[config.mk]
export PLATFORM = sky130hd
export DESIGN_NAME = spram_rr_arbiter
export DESIGN_NICKNAME = d
export VERILOG_FILES = /design/src/rtl/spram_rr_arbiter.sv
export SDC_FILE = /design/constraint.sdc
export NUM_CORES = 1
export LEC_CHECK = 0
export ABC_CLOCK_PERIOD_IN_PS = 9700
export CAP_MARGIN = 10
export CORE_AREA = 2 2 165 167
export DETAILED_ROUTE_END_ITERATION = 8
export DIE_AREA = 0 0 167 169
export HOLD_SLACK_MARGIN = 0.15
export SLEW_MARGIN = 10
export SYNTH_ARGS = -nofsm -noshare
export SYNTH_HDL_FRONTEND = slang
export SYNTH_SLANG_ARGS = --single-unit
[constraint.sdc]
create_clock -name clk -period 9.7 [get_ports clk]
set_input_delay 1.94 -clock clk [delete_from_list [all_inputs] [get_ports clk]]
set_output_delay 1.94 -clock clk [all_outputs]
set_load 0.05 [all_outputs]
[src/rtl/spram_rr_arbiter.sv]
// Round-robin arbiter sharing one byte-write SPRAM port between NUM_REQ requesters.
// Stalls same-word accesses for one cycle after a write and routes read data back.
module spram_rr_arbiter #(
  parameter int unsigned NUM_REQ    = 4,
  parameter int unsigned ADDR_DEPTH = 32,
  parameter int unsigned ADDR_WIDTH = 32,
  parameter int unsigned DATA_WIDTH = 32
) (
  input  logic                            clk,
  input  logic                            rst,
  input  logic [NUM_REQ-1:0]              req_valid,
  output logic [NUM_REQ-1:0]              req_ready,
  input  logic [NUM_REQ-1:0]              req_write,
  input  logic [NUM_REQ*ADDR_WIDTH-1:0]   req_address,
  input  logic [NUM_REQ*DATA_WIDTH-1:0]   req_write_data,
  input  logic [NUM_REQ*DATA_WIDTH/8-1:0] req_write_strb,
  output logic [NUM_REQ-1:0]              rsp_valid,
  output logic [DATA_WIDTH-1:0]           rsp_read_data,
  output logic                            mem_if_write,
  output logic [ADDR_WIDTH-1:0]           mem_if_address,
  output logic [DATA_WIDTH-1:0]           mem_if_write_data,
  output logic [DATA_WIDTH/8-1:0]         mem_if_write_strb,
  input  logic [DATA_WIDTH-1:0]           mem_if_read_data
);

  localparam int unsigned STRB_W   = DATA_WIDTH / 8;
  localparam int unsigned ADDR_LSB = $clog2(STRB_W);
  localparam int unsigned IDX_W    = (ADDR_DEPTH > 1) ? $clog2(ADDR_DEPTH) : 1;
  localparam int unsigned PTR_W    = (NUM_REQ > 1) ? $clog2(NUM_REQ) : 1;

  logic [PTR_W-1:0]   last_grant;
  logic               wr_q;
  logic [IDX_W-1:0]   wr_idx_q;
  logic [NUM_REQ-1:0] rsp_owner_q;

  logic [IDX_W-1:0]   word_idx [NUM_REQ];
  logic [NUM_REQ-1:0] eligible;
  logic [NUM_REQ-1:0] grant;
  logic [PTR_W-1:0]   grant_idx;
  logic               grant_any;
  logic [IDX_W-1:0]   grant_word_idx;

  // Mask every requester touching the word written last cycle
  always_comb begin
    for (int i = 0; i < NUM_REQ; i++) begin
      word_idx[i] = req_address[i*ADDR_WIDTH + ADDR_LSB +: IDX_W];
      eligible[i] = req_valid[i] && !(wr_q && (word_idx[i] == wr_idx_q));
    end
  end

  // Search from last_grant+1, wrapping; first eligible requester wins
  always_comb begin
    int unsigned      cand;
    logic [PTR_W-1:0] cand_p;
    grant     = '0;
    grant_idx = '0;
    grant_any = 1'b0;
    cand      = 0;
    cand_p    = '0;
    for (int unsigned k = 1; k <= NUM_REQ; k++) begin
      cand = 32'(last_grant) + k;
      if (cand >= NUM_REQ) cand = cand - NUM_REQ;
      cand_p = PTR_W'(cand);
      if (!grant_any && !rst && eligible[cand_p]) begin
        grant_any     = 1'b1;
        grant_idx     = cand_p;
        grant[cand_p] = 1'b1;
      end
    end
  end

  always_comb begin
    mem_if_write      = 1'b0;
    mem_if_address    = '0;
    mem_if_write_data = '0;
    mem_if_write_strb = '0;
    grant_word_idx    = '0;
    for (int i = 0; i < NUM_REQ; i++) begin
      if (grant[i]) begin
        mem_if_write      = req_write[i];
        mem_if_address    = req_address[i*ADDR_WIDTH +: ADDR_WIDTH];
        mem_if_write_data = req_write_data[i*DATA_WIDTH +: DATA_WIDTH];
        mem_if_write_strb = req_write_strb[i*STRB_W +: STRB_W];
        grant_word_idx    = word_idx[i];
      end
    end
  end

  always_ff @(posedge clk) begin
    if (rst) begin
      last_grant  <= PTR_W'(NUM_REQ - 1);
      wr_q        <= 1'b0;
      wr_idx_q    <= '0;
      rsp_owner_q <= '0;
    end else begin
      if (grant_any) begin
        last_grant <= grant_idx;
        wr_idx_q   <= grant_word_idx;
      end
      wr_q        <= mem_if_write;
      rsp_owner_q <= grant & ~req_write;
    end
  end

  assign req_ready     = grant;
  // A read issued just before reset must not surface while reset is held
  assign rsp_valid     = rst ? '0 : rsp_owner_q;
  assign rsp_read_data = mem_if_read_data;

endmodule

# Word-level counts from Yosys, hierarchy flattened
# Index checks and enable logic that the tools add are counted.
[totals]
register_bits = 12
latchBits = 0
ram_bits = 0
rom_bits = 0
in_bits = 314
out_inout_bits = 109
wordCells = 113
memories = 0
[op_classes]
add_sub_neg = 8
multipliers = 0
div_mod_pow = 0
order_cmp = 12
eq_ne = 4
n_shift = 0
muxes = 53
bitwise = 5
n_reduce_logical = 27
[op_table]
columns = ["operator", "count"]
rows = [
  ["2-to-1 mux 32 bit", 8],
  ["2-to-1 mux 4 bit", 9],
  ["== test 5 bit", 4],
  ["2-to-1 mux 5 bit", 4],
  ["logical AND 1 bit", 19],
  ["2-to-1 mux 1 bit", 16],
  ["2-to-1 mux 2 bit", 8],
  ["less-than comparator 2 x 3 -> 1 bit, second input constant", 4],
  ["OR 4 bit", 3],
  [">= comparator 3 bit, second input constant", 3],
  ["binary-select mux 1 bit (select 2 bit)", 4],
  ["demux 1 bit (select 2 bit)", 4],
  [">= comparator 2 x 1 -> 1 bit, second input constant", 4],
  ["zero test 1 bit", 8],
  ["subtractor 2 x 1 -> 2 bit, second input constant", 4],
  ["adder 2 x 2 -> 3 bit, second input constant", 2],
  ["adder 2 x 3 -> 4 bit, second input constant", 1],
  ["bitwise AND 4 bit", 1],
  [">= comparator 4 x 3 -> 1 bit, second input constant", 1],
  ["inverter 4 bit", 1],
  ["adder 2 x 1 -> 3 bit, second input constant", 1],
]

# Depth between registers and ports, before layout
# Gate-level depths: netlist (run 1).
[depth]
word_depth = 24
mapped_depth = 15
depth_no_buf = 11

# Least setup slack after synthesis (run 1)
# No wires, ideal clock.
[synth_path]
path_type = "input to output"
startpoint = "input req_address[36]"
endpoint = "output mem_if_write"
t_arrival_ps = 5201
required_time_ps = 7760
path_slack_ps = 2559
stages = 11
path_buffers = 2
cell_sequence = "xnor2_1 -> nand4_1 -> o21a_1 -> and2_0 -> mux4_2 -> and2_4 -> a221oi_4 -> inv_2 -> buf_6 -> buf_6 -> o31ai_1"
[synth_via]
elab_chain_len = 24
word_cells_on_any_way = 36
classes_between = "1 x eq/ne; 19 x mux; 3 x bitwise; 13 x reduce/logical"
[synth_rtl]
columns = ["element", "line_no", "source"]
rows = [
  ["from (decl)", "14", "input logic [NUM_REQ*ADDR_WIDTH-1:0] req_address,"],
  ["== test 5 bit *", "47", "eligible[i] = req_valid[i] && !(wr_q && (word_idx[i] == wr_idx_q));"],
  ["logical AND 1 bit *", "47", ""],
  ["zero test 1 bit *", "47", ""],
  ["logical AND 1 bit *", "47", ""],
  ["binary-select mux 1 bit (select 2 bit)", "64", "if (!grant_any && !rst && eligible[cand_p]) begin"],
  ["2-to-1 mux 1 bit (not written as such)", "64", ""],
  ["logical AND 1 bit", "64", ""],
  ["2-to-1 mux 1 bit", "64", ""],
  ["[4 not listed]", "--", ""],
  ["zero test 1 bit", "64", ""],
  ["logical AND 1 bit (2 in a row)", "64", ""],
  ["2-to-1 mux 1 bit", "64", ""],
  ["zero test 1 bit", "64", ""],
  ["logical AND 1 bit (2 in a row)", "64", ""],
  ["2-to-1 mux 4 bit *", "64", ""],
  ["2-to-1 mux 1 bit (3 in a row)", "79", "if (grant[i]) begin"],
  ["2-to-1 mux 1 bit *", "79", ""],
  ["to (decl)", "19", "output logic mem_if_write,"],
]
# Mark *: on every way between the ends. The rest lies on a longest branch, timed or not. The select of a mux whose other input is x is not followed.

# Final worst setup path (run 1)
[layout_path]
startpoint = "input req_address[69]"
endpoint = "output mem_if_write_data[31]"
[layout_via]
elab_chain_len = 24
word_cells_on_any_way = 36
classes_between = "1 x eq/ne; 19 x mux; 3 x bitwise; 13 x reduce/logical"
[layout_rtl]
columns = ["element", "line_no", "source"]
rows = [
  ["== test 5 bit *", "47", ""],
  ["logical AND 1 bit *", "47", ""],
  ["zero test 1 bit *", "47", ""],
  ["logical AND 1 bit *", "47", ""],
  ["binary-select mux 1 bit (select 2 bit)", "64", ""],
  ["2-to-1 mux 1 bit (not written as such)", "64", ""],
  ["logical AND 1 bit", "64", ""],
  ["2-to-1 mux 1 bit", "64", ""],
  ["[4 not listed]", "--", ""],
  ["zero test 1 bit", "64", ""],
  ["logical AND 1 bit (2 in a row)", "64", ""],
  ["2-to-1 mux 1 bit", "64", ""],
  ["zero test 1 bit", "64", ""],
  ["logical AND 1 bit (2 in a row)", "64", ""],
  ["2-to-1 mux 4 bit *", "64", ""],
  ["2-to-1 mux 32 bit (3 in a row)", "79", ""],
  ["2-to-1 mux 32 bit *", "79", ""],
  ["to (decl)", "21", "output logic [DATA_WIDTH-1:0] mem_if_write_data,"],
]
# Marks and branches as above.

==> results of run 1 <==
[worst min path at each step]
| stage | start | endpoint | slack (ns) | depth (start not counted) |
|---|---|---|---|---|
| 6_report | wr_idx_q[1] | wr_idx_q[1] | 0.60 | 2 |
| 5_1_grt | wr_idx_q[0] | wr_idx_q[0] | 0.65 | 2 |
| 4_1_cts | wr_idx_q[1] | wr_idx_q[1] | 0.59 | 2 |
| 3_5_place_dp | wr_idx_q[1] | wr_idx_q[1] | 0.59 | 2 |
| 3_3_place_gp | wr_idx_q[1] | wr_idx_q[1] | 0.57 | 2 |
| 2_1_floorplan | last_grant[1] | last_grant[1] | 0.60 | 2 |
[through the flow]
stage / instance area (sq um) / setup slack, ns / hold WS (ns) / util [%]
finish: 7338 / 0.9726 / 0.6007 / 27.69
floorplan: 3745 / 2.559 / 0.5986 / -
CTS: 7338 / 0.9759 / 0.5907 / 27.69
global route: 7338 / 0.6256 / 0.6452 / 27.69
global placement: 7249 / 1.044 / 0.5747 / 27.36
detailed placement: 7249 / 0.9853 / 0.5851 / 27.36
[critical path, stage by stage]
cell             delay [ns]
clkdlybuf4s50_1        0.53
xnor2_1                0.14
nand4_1                0.15
o21ai_1                0.58
nor2b_1                0.11
mux4_2                 0.51
and2_4                 0.18
a221oi_4               0.61
clkinv_2               0.40
buf_12                 0.28
a221oi_1               0.40
o21ai_0                0.17
clkdlybuf4s50_1        0.73
[where the power goes]
part | internal [W] | leakage [nW] | switching, W | total (W)
clock network | 0.0000625 | 0.0442 | 0.0000244 | 0.0000869
registers | 0.0000632 | 0.0989 | 0.0000265 | 0.0000898
logic | 0.000940 | 2.31 | 0.00173 | 0.00267
total | 0.00107 | 2.45 | 0.00178 | 0.00285
[synthesized netlist by cell type, types with 2 or more instances]
| cell type | n |
|---|---|
| nand2_1 | 79 |
| o21ai_1 | 75 |
| o21ai_0 | 56 |
| a221oi_2 | 52 |
| buf_4 | 37 |
| buf_2 | 25 |
| xnor2_1 | 21 |
| nor2_1 | 17 |
| a211oi_1 | 12 |
| a221oi_1 | 12 |
| dfxtp_1 | 12 |
| clkbuf_1 | 11 |
| inv_1 | 9 |
| buf_6 | 7 |
| ha_1 | 7 |
| nor3_1 | 7 |
| nor2b_1 | 6 |
| nor3b_1 | 6 |
| a211o_1 | 5 |
| buf_12 | 5 |
| nand4_1 | 5 |
| a21oi_1 | 4 |
| nand3_1 | 4 |
| o211ai_1 | 4 |
| a21o_1 | 2 |
| a221oi_4 | 2 |
| a31o_2 | 2 |
| inv_2 | 2 |
| mux4_2 | 2 |
| o2111ai_1 | 2 |
| o31ai_1 | 2 |
[logic make-up (layout without fill, tap and decap cells)]
logic type                 count (synthesis)  after routing
adders and majority gates                  7              7
AOI/OAI and AO/OA                        240            240
DFF                                       12             12
xor gates and xnor gates                  21             21
buffers and inverters                     98            384
and+or+nand+nor                          130            130
muxes                                      2              2
[sequential cells by signal, summed over array words and instances, names as in the netlist]
name	cells
wr_idx_q	5
last_grant	2
rsp_owner_q	4
wr_q	1
[layer usage]
| metal | part of all wire (%) | wire length, microns | vias up |
|---|---|---|---|
| met2 | 49 | 10020 | 293 |
| met1 | 41 | 8380 | 2387 |
| met5 | 0 | 0 | - |
| li1 | - | - | 2461 |
| met3 | 6.9 | 1402 | 31 |
| met4 | 2.4 | 495 | 0 |
[cells in the final DEF (no fill, tap or decap), types with 2 or more instances in the layout]
master             n
a221oi_1          12
clkdlybuf4s50_1  358
nand4_1            5
o31ai_1            2
o21ai_0           56
clkbuf_16          3
nor3b_1            6
nor2_1            17
nand3_1            4
dfxtp_1           12
nor2b_1            6
mux4_2             2
o2111ai_1          2
nor3_1             7
buf_12             3
o211ai_1           4
a211oi_1          12
xnor2_1           21
a31o_2             2
ha_1               7
a221oi_2          52
nand2_1           79
a211o_1            5
a221oi_4           2
a21oi_1            4
buf_4              7
o21ai_1           75
inv_1              9
[area by class of cell]
class                   instances  area (sq um)
fillers                      2889         19160
repair buffers                368          3696
multi-input cells             400          2840
well taps                     341         426.7
flip-flops and latches         12         240.2
clock buffers                   4         88.84
inverters                      12         46.29
==> reports/metrics.yaml, run 1 <==
setup_tns_ns: 0
max_freq_mhz: 114.6
wl_per_cell_microns: 17.85
gr-usage-met2_pct: 23.10
rsz0062_at_grt: "no"
placementRows: 60
crit_end: "mem_if_write_data[31]"
path_class: "in2out"
track_usage_pct: 13.11
power.density_nw_per_um2: 387.9
worst_pin_slew_ns: 0.9407
synth_cell_types: 49
dieArea_sq_um: 28220
synth_xor_xnor_area_share_pct: 4.911
crit_arrival_ns: 6.79
reg2reg_depth: 11
synth_nets: 831
synth.mux.area_fraction_pct: 1.203
synth_simple_gate_area_share_pct: 15.27
viasPerCell: 4.549
synth_edf_count: 0
netlist.area_leader.share_pct: 20.85
clock_sinks: 12
ys.flop_type: "dfxtp_1"
avgSynthCellArea_sq_um: 7.343
synthArstFlopShare_pct: 0
diodes: 0
synth_top_cell_by_area: "a221oi_2"
drive_above_1_share_pct: 9.925
detailed_place_hpwl_microns: 15610
synth.yosys.seq_area_share_pct: 6.415
ir_drop_v: 0.0002855
cts_tree: "done"
grt_pass1_wl_microns: 29450
synth-compound-area-share_pct: 51.92
fin_crit_sh_pct: 89.97
cp-startpoint: "req_address[69]"
io_buffers: 358
cts_hold_buf: 0
ys_ff_latch: 12
fin_crit_ns: 8.727
drv_slew: 0
cts_setup_buffers: 0
ant_nets: 0
final.setup_skew_ns: 0.004425
use_met1_pct: 16.25
worstReg2RegEnd: "wr_idx_q[2]"
cp.required_ns: 7.76
slew_headroom_pct: 37.20
post_cts_resize_count: 0
outcome: "completed"
hold_path.class: "reg2reg"
io_pins: 423
clkLatencyLatePin_ns: 0.25
p_leak_nw: 2.451
cts_buffer_depth: 2
drc_errors: 0
route.vias.total: 5172
grt_max_degree: 70
crit_fanout: 33
grt_pass1_vias: 5189
dp.cells: 1133
grt_antenna_before_repair: 0
die_x_microns: 167
use_met3_pct: 2.315
synth_area_sq_um: 3745
first_iter_violations: 347
hold_violations: 0
start_util_pct: 14.13
grt-ovfl-total: 0
drv_cap: 0
gp_congestion: 0.8484
drtPass1Iterations: 4
htree_num_levels: 1
yosys.area_share.adder_pct: 2.339
synth_area_leaders: "a221oi_2, o21ai_1, nand2_1"
crit_path_start_kind: "input port"
cts_root_buffer: "clkbuf_16"
ff2ff_setup_slack_ns: 5.49
clk_pin_slew_ns: 0.05
r2r_start: "last_grant[0]"
fin_cells: 1137
synth_top_family_by_area: "compound AO/OA/AOI/OAI gates"
coreArea_sq_um: 26500
area_growth_pct: 95.96
nets: 1118
grt-busiest-layer: "met2"
cts-buffers-inserted: 3
crit_path_end_kind: "output pin"
ys_warn_count: 0
p_total_w: 0.002846
setup_violations: 0
syn_inst: 510
routed_wl_microns: 20300
die_y_microns: 169
No activity file was read; power rests on OpenSTA's default activity.
==> run 2, diff against run 1 <==
--- a/config.mk
+++ b/config.mk
@@ -5,11 +5,12 @@
 export SDC_FILE = /design/constraint.sdc
 export NUM_CORES = 1
 export LEC_CHECK = 0
-export ABC_CLOCK_PERIOD_IN_PS = 9700
+export ABC_AREA = 1
+export ABC_CLOCK_PERIOD_IN_PS = 10800
 export CAP_MARGIN = 10
-export CORE_AREA = 2 2 165 167
+export CORE_AREA = 2 2 166 168
 export DETAILED_ROUTE_END_ITERATION = 8
-export DIE_AREA = 0 0 167 169
+export DIE_AREA = 0 0 168 170
 export HOLD_SLACK_MARGIN = 0.15
 export SLEW_MARGIN = 10
 export SYNTH_ARGS = -nofsm -noshare
==> constraint.sdc (replaced) <==
create_clock -name clk -period 10.8 [get_ports clk]
set_input_delay 2.16 -clock clk [delete_from_list [all_inputs] [get_ports clk]]
set_output_delay 2.16 -clock clk [all_outputs]
set_load 0.05 [all_outputs]
==> run 2 against run 1 <==
Final cell count increased by 20%. Critical path depth increased by 6. First-iteration DRC count decreased by 19%. Design area increased by 2.4%. Clock skew increased by 0.00087 ns. Largest cell class unchanged. Worst setup slack improved by 1.1 ns. Global-route usage increased by 0.93 points. Synthesized cell count increased by 44%. Critical path type unchanged. Count of clock-buffer cells in the layout unchanged.
==> reports/metrics.yaml, run 2 <==
critPathMostFrequentCell: "nand2_1"
grt_max_degree: 71
io_buffers: 358
crit_path_end_kind: "output pin"
ys_ff_latch: 12
final.setup_skew_ns: 0.005294
die_x_microns: 168
grt_antenna_before_repair: 2
setup_tns_ns: 0
clock_sinks: 12
drtPass1Iterations: 5
setup_violations: 0
yosysMostFrequentCell: "nand2_1"
cts_tree: "done"
fin_crit_sh_pct: 80.42
pre_cts_ws_ns: 2.120
drv_cap: 0
crit_fanout: 36
route.vias.total: 5989
cp-startpoint: "req_address[68]"
reg2reg_depth: 16
synthArstFlopShare_pct: 0
fin_crit_ns: 8.685
hold_violations: 0
synth.yosys.seq_area_share_pct: 6.128
largest_register_ffs: 5
cts-buffers-inserted: 3
clk_pin_slew_ns: 0.05
grt_pass1_vias: 5869
synth_nets: 1054
placementRows: 60
outcome: "completed"
synth_top_cell_by_area: "nand2_1"
hold_start: "wr_idx_q[1]"
synth_cell_types: 24
start_util_pct: 14.71
post_cts_resize_count: 0
first_iter_violations: 282
drc_errors: 0
cts_buffer_depth: 2
rsz0062_at_grt: "no"
routed_wl_microns: 21980
ys.flop_type: "dfxtp_1"
worst_pin_slew_ns: 1.117
cp_slowest_cell: "clkdlybuf4s50_1"
gp_congestion: 0.9108
clkLatencyLatePin_ns: 0.24
layout_commonest_cell: "clkdlybuf4s50_1"
ant_nets: 0
grt-ovfl-total: 0
synth.mux.area_fraction_pct: 0
avgSynthCellArea_sq_um: 5.348
path_cells: "clkdlybuf4s50_1, inv_1, nand2_1, nand2_1, nor2_1, nand3_1, nand3_1, nand3_2, nand3_4, inv_2, nand2_1, nand2_1, nor2_1, nand2_4, inv_2, buf_4, o21ai_1, nand2_1, clkdlybuf4s50_1"
path_class: "in2out"
regMostFlops: "wr_idx_q"
viasPerCell: 4.400
cp_top_family: "buffers and inverters"
crit_cells: 19
synth_edf_count: 0
slew_headroom_pct: 25.50
max_freq_mhz: 115.1
cts_hold_buf: 0
wl_per_cell_microns: 16.15
track_usage_pct: 14.03
coreArea_sq_um: 26650
yosys.area_share.adder_pct: 2.234
synth_xor_xnor_area_share_pct: 0
syn_inst: 733
area_growth_pct: 91.67
r2r_start: "last_grant[0]"
cts_setup_buffers: 0
synth_area_leaders: "nand2_1, a21oi_1, nand3_1"
crit_path_start_kind: "input port"
dieArea_sq_um: 28560
synth_simple_gate_area_share_pct: 40.54
hold_path.class: "reg2reg"
ys_warn_count: 0
cp_num_buf_inv: 6
synth_top_family_by_area: "simple AND/OR/NAND/NOR gates"
synthTopCellsByCount: "nand2_1, a21oi_1, nand3_1, o21ai_1, a21oi_2"
drv_slew: 0
die_y_microns: 170
cp.required_ns: 8.64
io_pins: 423
final_cell_mix: "clkdlybuf4s50_1, nand2_1, a21oi_1"
htree_num_levels: 1
netlist.area_leader.share_pct: 21.64
grt_pass1_wl_microns: 31900
min_delay_path_depth: 4
max_stage_delay_ns: 0.81
detailed_place_hpwl_microns: 16980
cts_root_buffer: "clkbuf_16"
synth-compound-area-share_pct: 31.95
synth_area_sq_um: 3920
crit_arrival_ns: 6.53
reg_top3: "wr_idx_q x5, rsp_owner_q x4, last_grant x2"
setup_ws_ns: 2.115
drive_above_1_share_pct: 7.957
nets: 1340
[run 2: worst paths after layout]
path | end | slack [ns]
max | mem_if_write_strb[0] | 2.11
min | wr_idx_q[1] | 0.67
max reg2reg | wr_idx_q[4] | 7.08
min reg2reg | wr_idx_q[1] | 0.67
[run 2: metrics by stage]
step,cell area [sq um],hold WS (ns),utilization (%),cells
after CTS,7508,0.6675,28.17,1359
after detailed placement,7420,0.6598,27.84,1355
after floorplan,3920,0.5816,-,733
final,7513,0.6660,28.19,1361
after global placement,7420,0.6667,27.84,1355
after global routing,7513,0.7023,28.19,1361
[run 2: cell type report]
| cell class | count | area, sq um |
|---|---|---|
| fillers | 2967 | 19140 |
| repair buffers | 365 | 3636 |
| multi-input cells | 591 | 2942 |
| well taps | 341 | 426.7 |
| flip-flops and latches | 12 | 240.2 |
| inverters | 46 | 175.2 |
| clock buffers | 4 | 88.84 |
| diodes | 2 | 5.005 |
[run 2: worst register-to-register path: cells and delay by family (launching register included)]
kind                     cells  cell delay (ns)
adder cells (fa/ha/maj)      1             0.43
AND/OR/NAND/NOR             10             1.44
AO/OA/AOI/OAI                1             0.16
buffers and inverters        4             1.05
flip-flops                   1             0.53
[run 2: cells by family after synthesis]
| family | Yosys count |
|---|---|
| compound gates | 215 |
| fa+ha+maj | 7 |
| buf+inv | 130 |
| flops | 12 |
| simple gates | 369 |
[run 2: layer usage]
metal	up-vias	track usage [%]	share of wire [%]	wire length, microns
met1	2665	15.74	39	8468
li1	2964	-	-	-
met2	321	26.30	50	11050
met5	-	0	0	0
met3	39	2.744	8.1	1772
met4	0	4.991	3.1	684
Power of run 2 is left out: the tool's default activity adds up to more than one toggle a clock period on the data nets, which glitch-free logic cannot reach.
